`config.mk`:
```
export PLATFORM = sky130hd
export DESIGN_NAME = r2r_sar_multichannel
export DESIGN_NICKNAME = d
export VERILOG_FILES = /design/src/rtl/r2r_sar_pkg.sv /design/src/rtl/sar_comp_sync.sv /design/src/rtl/r2r_sar_multichannel.sv
export SDC_FILE = /design/constraint.sdc
export NUM_CORES = 1
export LEC_CHECK = 0
export ABC_AREA = 1
export CAP_MARGIN = 20
export CORE_MARGIN = 8
export CORE_UTILIZATION = 40
export DETAILED_ROUTE_END_ITERATION = 12
export MAX_ROUTING_LAYER = met4
export PLACE_DENSITY_LB_ADDON = 0.12
export SLEW_MARGIN = 20
export SYNTH_ARGS = -nofsm -noshare
export SYNTH_HDL_FRONTEND = slang
export SYNTH_HIERARCHICAL = 1
export SYNTH_SLANG_ARGS = --single-unit
```
`constraint.sdc`:
```
create_clock -name clk -period 2.2 [get_ports clk]
set_input_delay 0.44 -clock clk [delete_from_list [all_inputs] [get_ports clk]]
set_output_delay 0.44 -clock clk [all_outputs]
set_load 0.05 [all_outputs]
```
`src/rtl/r2r_sar_pkg.sv`:
```
// r2r_sar_pkg: shared FSM state type and sizing helpers for the multi-channel R2R SAR controller.
package r2r_sar_pkg;
    typedef enum logic [2:0] {IDLE, SELECT, TRIAL, DECIDE, PUBLISH} sar_state_t;
    localparam int MIN_SETTLE = 3;
    function automatic int ch_width(input int n);
        return (n > 1) ? $clog2(n) : 1;
    endfunction
endpackage

```
`src/rtl/sar_comp_sync.sv`:
```
// sar_comp_sync: two-flop synchroniser for the asynchronous comparator output.
module sar_comp_sync
    import r2r_sar_pkg::*;
(
    input  logic clk,
    input  logic reset,
    input  logic d,
    output logic q
);
    logic meta;
    always_ff @(posedge clk or negedge reset) begin
        if (!reset) {q, meta} <= 2'b00;
        else        {q, meta} <= {meta, d};
    end
endmodule

```
`src/rtl/r2r_sar_multichannel.sv`:
```
// r2r_sar_multichannel: round-robin multi-channel SAR controller for the R2R ladder ADC.
// Define R2R_SAR_AVG_EN to average 2**AVG_LOG2 conversions per channel pick.
module r2r_sar_multichannel
    import r2r_sar_pkg::*;
#(
    parameter int WIDTH = 8,
    parameter int CHANNELS = 4,
    parameter int SETTLE_CYCLES = 16,
    parameter int AVG_LOG2 = 2,
    localparam int CH_W = ch_width(CHANNELS)
) (
    input  logic                       clk,
    input  logic                       reset,
    input  logic                       enable,
    input  logic [CHANNELS-1:0]        channel_mask,
    input  logic                       comparator_in,
    output logic [WIDTH-1:0]           dac_code,
    output logic [CH_W-1:0]            channel_sel,
    output logic [WIDTH-1:0]           result,
    output logic [CH_W-1:0]            result_channel,
    output logic                       result_valid,
    output logic [CHANNELS*WIDTH-1:0]  result_bank,
    output logic                       busy
);
    localparam int CNT_W = $clog2(SETTLE_CYCLES + 1);
    localparam int IDX_W = (WIDTH > 1) ? $clog2(WIDTH) : 1;

    if (SETTLE_CYCLES < MIN_SETTLE) begin : g_settle_check
        $error("SETTLE_CYCLES must be at least %0d", MIN_SETTLE);
    end

    sar_state_t        state;
    logic              comp_sync;
    logic [CNT_W-1:0]  cnt;
    logic [IDX_W-1:0]  idx;
    logic [CH_W-1:0]   last_ch, pick, cand;
    logic [WIDTH-1:0]  trial_bit, kept, final_code;
    logic              go;

    sar_comp_sync u_sync (.clk(clk), .reset(reset), .d(comparator_in), .q(comp_sync));

    // Walk downwards so the nearest set bit after last_ch wins; k = CHANNELS wraps onto last_ch itself.
    always_comb begin
        pick = last_ch;
        cand = '0;
        for (int k = CHANNELS; k >= 1; k--) begin
            cand = CH_W'((int'(last_ch) + k) % CHANNELS);
            if (channel_mask[cand]) pick = cand;
        end
    end

    assign go        = enable && (|channel_mask);
    assign trial_bit = WIDTH'(1) << idx;
    assign kept      = comp_sync ? dac_code : (dac_code & ~trial_bit);

`ifdef R2R_SAR_AVG_EN
    localparam int ACC_W = WIDTH + AVG_LOG2;
    localparam logic [AVG_LOG2:0] CONV_LAST = (AVG_LOG2 + 1)'((1 << AVG_LOG2) - 1);
    logic [ACC_W-1:0]  acc;
    logic [AVG_LOG2:0] conv;
    assign final_code = acc[ACC_W-1:AVG_LOG2];
`else
    assign final_code = dac_code;
`endif

    always_ff @(posedge clk or negedge reset) begin
        if (!reset) begin
            state          <= IDLE;
            busy           <= 1'b0;
            dac_code       <= '0;
            channel_sel    <= '0;
            result         <= '0;
            result_channel <= '0;
            result_valid   <= 1'b0;
            result_bank    <= '0;
            cnt            <= '0;
            idx            <= '0;
            last_ch        <= CH_W'(CHANNELS - 1);
`ifdef R2R_SAR_AVG_EN
            acc            <= '0;
            conv           <= '0;
`endif
        end else begin
            result_valid <= 1'b0;
            case (state)
                SELECT: begin
                    if (cnt == CNT_W'(SETTLE_CYCLES - 1)) begin
                        state    <= TRIAL;
                        cnt      <= '0;
                        idx      <= IDX_W'(WIDTH - 1);
                        dac_code <= WIDTH'(1) << (WIDTH - 1);
                    end else begin
                        cnt <= cnt + 1'b1;
                    end
                end
                TRIAL: begin
                    if (cnt == CNT_W'(SETTLE_CYCLES - 2)) begin
                        state <= DECIDE;
                        cnt   <= '0;
                    end else begin
                        cnt <= cnt + 1'b1;
                    end
                end
                DECIDE: begin
                    if (idx != '0) begin
                        state    <= TRIAL;
                        idx      <= idx - 1'b1;
                        dac_code <= kept | (trial_bit >> 1);
                    end else begin
`ifdef R2R_SAR_AVG_EN
                        acc      <= acc + ACC_W'(kept);
                        conv     <= conv + 1'b1;
                        state    <= (conv == CONV_LAST) ? PUBLISH : SELECT;
                        dac_code <= (conv == CONV_LAST) ? kept : '0;
`else
                        state    <= PUBLISH;
                        dac_code <= kept;
`endif
                    end
                end
                default: begin
                    if (state == PUBLISH) begin
                        result                                <= final_code;
                        result_channel                        <= channel_sel;
                        result_bank[channel_sel*WIDTH +: WIDTH] <= final_code;
                        result_valid                          <= 1'b1;
                    end
                    dac_code <= '0;
                    if (go) begin
                        state       <= SELECT;
                        busy        <= 1'b1;
                        channel_sel <= pick;
                        last_ch     <= pick;
                        cnt         <= '0;
`ifdef R2R_SAR_AVG_EN
                        acc         <= '0;
                        conv        <= '0;
`endif
                    end else begin
                        state <= IDLE;
                        busy  <= 1'b0;
                    end
                end
            endcase
        end
    end
endmodule

```
======== Yosys cells after proc, flatten, opt, wreduce, memory -nomap -nowiden ========
Cells that the tools add are included.
operators by class
  $add $sub $neg .......................... 7
  magnitude comparators ................... 4
  equal/unequal tests ..................... 9
  shift-type cells ........................ 3
  multiplexer cells ....................... 32
  bitwise operators ....................... 6
  reduce and logical (&&, ||, !) cells .... 12
operators by type and width
  kind                                                                           number
  5-bit negator with 34-bit output                                               1
  8-bit by 34-bit variable shift with 32-bit output (first input constant)       1
  8-bit by 34-bit variable part select with 32-bit output                        1
  32-bit bitwise mux                                                             1
  8-bit two-way mux                                                              3
  8-bit one-hot mux with 3 select lines                                          1
  3-bit two-way mux                                                              5
  5-bit two-way mux                                                              3
  5-bit one-hot mux with 3 select lines                                          1
  2-bit by 3-bit less-than comparator with 1-bit output (second input constant)  4
  5-bit by 4-bit equality test with 1-bit output (second input constant)         2
  2-bit AND reduction                                                            5
  3-bit one-hot mux with 3 select lines                                          1
  8-bit AND                                                                      1
  1-bit binary-select mux with 2-bit select                                      4
  1-bit two-way mux                                                              8
  2-bit two-way mux                                                              4
  8-bit NOT                                                                      1
  8-bit by 7-bit bitwise OR with 8-bit output                                    1
  1-bit by 3-bit left shift with 8-bit output (first input constant)             1
  3-bit by 2-bit equality test with 1-bit output (second input constant)         2
  2-bit != test (second input constant)                                          3
  3-bit one-hot mux with 2 select lines                                          1
  3-bit nonzero test                                                             2
  other kinds (12)                                                               16
word-level totals
  bits in registers ....................... 69
  output and inout bits ................... 54

======== Logic depth before layout (Yosys ltp) ========
  depth after elaboration ................. 7
  mapped depth ............................ 11

======== Modules after synthesis ========
The synthesis kept the hierarchy.
by module, submodules not included
  module                instances  cells each  area an instance (µm²)
  r2r_sar_multichannel  1          374         3276.9
  sar_comp_sync         1          2           50.0

======== Worst setup path before layout ========
Ideal clock, no wire load.
  kind .................................... register to register
  start point ............................. reg channel_sel[0]
  end point ............................... reg result_bank[20]
  setup time .............................. 0.067 ns
  arrival time ............................ 2.121 ns
  required time ........................... 2.133 ns
  path slack .............................. 0.011 ns
  cell stages (with the launch flop) ...... 8
  period minus slack after synthesis ...... 2.189 ns
  path through ............................ dfrtp_1 -> buf_2 -> inv_1 -> ha_1 -> clkinv_1 -> nor3_2 -> nand3_1 -> nand2_1
on the way
  cells in the longest elaborated chain, start to end .. 3
  elaborated cells between the ends (all ways) .. 4
ends and longest elaborated chain
  element                                                                                                                       RTL line                     RTL
  start, declared                                                                                                               r2r_sar_multichannel.sv:18   output logic [CH_W-1:0] channel_sel,
  start signal, assigned                                                                                                        r2r_sar_multichannel.sv:132  channel_sel <= pick;
  5-bit negator with 34-bit output (*)                                                                                          r2r_sar_multichannel.sv:125  result_bank[channel_sel*WIDTH +: WIDTH] <= final_code;
  8-bit by 34-bit variable part select with 32-bit output or 8-bit by 34-bit variable shift with 32-bit output (tied branches)  r2r_sar_multichannel.sv:125
  32-bit bitwise mux (*)                                                                                                        r2r_sar_multichannel.sv:125
  end signal, assigned by index                                                                                                 r2r_sar_multichannel.sv:125
  end, declared                                                                                                                 r2r_sar_multichannel.sv:22   output logic [CHANNELS*WIDTH-1:0] result_bank,
Every way passes the cells marked *; elsewhere a longest branch is shown, timed or not.
A chain may end at the register's enable or synchronous reset.

======== Worst setup path in the final report ========
  start point ............................. reg dac_code[2]
  end point ............................... out dac_code[2]
RTL lines
  element                 RTL line                     RTL
  start, declared         r2r_sar_multichannel.sv:17   output logic [WIDTH-1:0] dac_code,
  start signal, assigned  r2r_sar_multichannel.sv:91   dac_code <= WIDTH'(1) << (WIDTH - 1);
  start signal, assigned  r2r_sar_multichannel.sv:108  dac_code <= kept | (trial_bit >> 1);
  start signal, assigned  r2r_sar_multichannel.sv:117  dac_code <= kept;
No word-level cell between the ends.

==> flow_summary.json <==
{
  "cts_root_buffer": "clkbuf_8",
  "diodes": 0,
  "coreArea_sq_mm": 0.00813,
  "grt_use_met2_pct": 25.6,
  "fmax_ghz": 0.476,
  "gp_congestion": 0.817,
  "finClkSkew_ps": 9.87,
  "finalHoldViolations": 0,
  "tns_ps": 0,
  "cap_violations": 0,
  "dieArea_sq_mm": 0.0115,
  "dr.pass1.iters": 7,
  "grt_max_degree": 70,
  "p_leak_nw": 2.08,
  "rsz0062_at_grt": "no",
  "post-route-util_pct": 53.0,
  "layout_commonest_cell": "nand2_1",
  "clkLatencyLatePin_ps": 340,
  "synth_top_area_share_pct": 50.4,
  "via_count": 2803,
  "cts_tree": "built",
  "cts_setup_buffers": 0,
  "synth_cell_types": 34,
  "period_minus_slack_ps": 2100,
  "r2r_start": "channel_sel[1]",
  "worst_path_max_delay_cell": "clkdlybuf4s50_1",
  "ys_ff_latch": 69,
  "min-delay-path-class": "input port to asynchronous set/reset pin",
  "use_met3_pct": 4.86,
  "layout_common_cells": "128 x nand2_1, 67 x dfrtp_1, 59 x clkdlybuf4s50_1",
  "io_pins": 62,
  "grt_pass1_wl_mm": 13.7,
  "critical_path_class": "register to output port",
  "synth_nets": 398,
  "syn-cell-area_sq_mm": 0.00333,
  "power_switching_mw": 2.17,
  "wire_per_inst_microns": 14.6,
  "cts-hold-fix-buffers": 0,
  "power_frac_comb_pct": 43.1,
  "vias_per_cell": 5.01,
  "crit_required_ps": 1760,
  "fin_total_pwr_mw": 4.98,
  "remaining_drc_errors": 0,
  "synth_warnings": 6,
  "internal-power_mw": 2.81,
  "tightestPinTransition_ps": 521,
  "slowest_delay_ps": 860,
  "detail_route.iter0.violations": 186,
  "netSwitchingFraction_pct": 43.6,
  "critPathArrivalTime_ps": 1660,
  "yosysSeqAreaShare_pct": 52.0,
  "htree_levels": 3,
  "gr-usage-all-layers_pct": 15.4,
  "fp.dieW_microns": 107,
  "placed_cells": 543,
  "clk_pin_slew_ps": 80,
  "cts_sinks": 69,
  "grt-ovfl-total": 0,
  "post-route-period-util_pct": 95.4,
  "wl_mm": 8.16,
  "area_delta_synth_final_pct": 29.5,
  "slew_headroom_pct": 65.2,
  "pwr-share-seq_pct": 34.0,
  "drtAntennaViolNets": 0,
  "crit_path_max_fanout": 6,
  "syn_inst": 376,
  "end_kind": "output port",
  "initial_core_util_pct": 40.9,
  "p_per_area_mw_per_mm2": 1160,
  "place_hpwl_mm": 6.12,
  "drv_slew": 0,
  "layout.cells.non_filler": 559,
  "ctsResizeCount": 0,
  "gr-usage-met1_pct": 17.2,
  "vdd_drop_max_mv": 0.827,
  "row_count": 33,
  "crit_chain": "clkdlybuf4s50_1",
  "critPathBufInv": 1,
  "grt_antenna_before_repair": 0,
  "io_buffers": 61,
  "critPathTopFamily": "buffers and inverters",
  "gr-max-usage-layer": "met2",
  "synth_area_leaders": "dfrtp_1 50%, nand2_1 14%, o21ai_0 6.0%, ha_1 5.3%, nand3_1 4.1%",
  "clockPowerShare_pct": 22.9,
  "clockBufferDepth": 2,
  "syn_avg_cell_area_sq_um": 8.85,
  "status": "finished clean",
  "die_y_microns": 107,
  "drive_above_1_share_pct": 10.1,
  "crit_path_start": "dac_code[2]",
  "setup_viol": 0,
  "first_global_vias": 2824,
  "cts_buffers": 9,
  "synth_area_leader_cell": "dfrtp_1",
  "nets": 471,
  "startpoint_type": "register"
}
-- cell families (layout without fill, tap and decap cells) --
family / count (synthesis) / in the layout / synth area share (%)
adder cells (fa/ha/maj): 14 / 14 / 5.27
buffers and inverters: 44 / 122 / 6.05
AND/OR/NAND/NOR: 176 / 176 / 22.8
AO/OA/AOI/OAI: 71 / 71 / 13.4
flip-flops: 69 / 69 / 52.0
XOR/XNOR: 2 / 2 / 0.527
-- metal layers --
metal	vias to the layer above	wire (microns)
li1	1396	-
met1	1338	3500
met2	61	4040
met3	8	482
met4	0	132
met5	-	0
-- power by group through the flow --
| stage | sequential (mW) | combinational, mW | clock (mW) |
|---|---|---|---|
| 2_1_floorplan | 2.02 | 1.12 | 0 |
| 3_3_place_gp | 1.71 | 2.13 | 0 |
| 3_5_place_dp | 1.71 | 2.15 | 0 |
| 4_1_cts | 1.69 | 2.15 | 1.17 |
| 5_1_grt | 1.72 | 2.37 | 1.23 |
| 6_report | 1.69 | 2.15 | 1.14 |
-- area by class of cell --
type | instances | area, sq um
Fill cell | 766 | 3830
Sequential cell | 69 | 1730
Multi-Input combinational cell | 263 | 1400
Timing Repair Buffer | 71 | 691
Clock buffer | 10 | 138
Inverter | 35 | 136
Tap cell | 105 | 131
Clock inverter | 6 | 86.3
-- per-stage QoR --
step | setup WS, ps | hold slack [ps] | area [sq um]
final | 100 | 90.0 | 4310
after global placement | 401 | 337 | 4080
after global routing | 43.0 | 136 | 4310
after detailed placement | 362 | 339 | 4080
after CTS | 84.7 | 119 | 4310
after floorplan | 11.5 | 144 | 3330
-- Yosys cell counts (all sizes together) --
cell      n
a21boi    2
a21oi     4
a22oi     1
a31o      1
a31oi     4
buf       6
clkbuf    3
clkinv    2
dfrtp    67
dfstp     2
ha       14
inv      33
nand2   134
nand3    27
nand4     1
nor2     10
nor3      4
o211ai    1
o21a      1
o21ai    40
o31ai     9
o41ai     8
xor2      2
-- final timing paths --
check	end	slack, ps	cells after the start
setup / recovery	dac_code[2]	100	1
hold / removal	result_bank[30]	90	2
setup reg to reg	result_bank[26]	440	6
hold reg to reg	u_sync/q	350	0
max in group asynchronous	last_ch[1]	1750	2
min in group clk	u_sync/q	350	0
-- sequential cells by signal (all words and copies together), names as in the netlist --
signal,flops
busy,1
channel_sel,2
cnt,5
dac_code,8
idx,3
last_ch,2
result,8
result_bank,32
result_channel,2
result_valid,1
state,3
u_sync/meta,1
u_sync/q,1
Note: power is estimated with default switching activity, not from simulation.
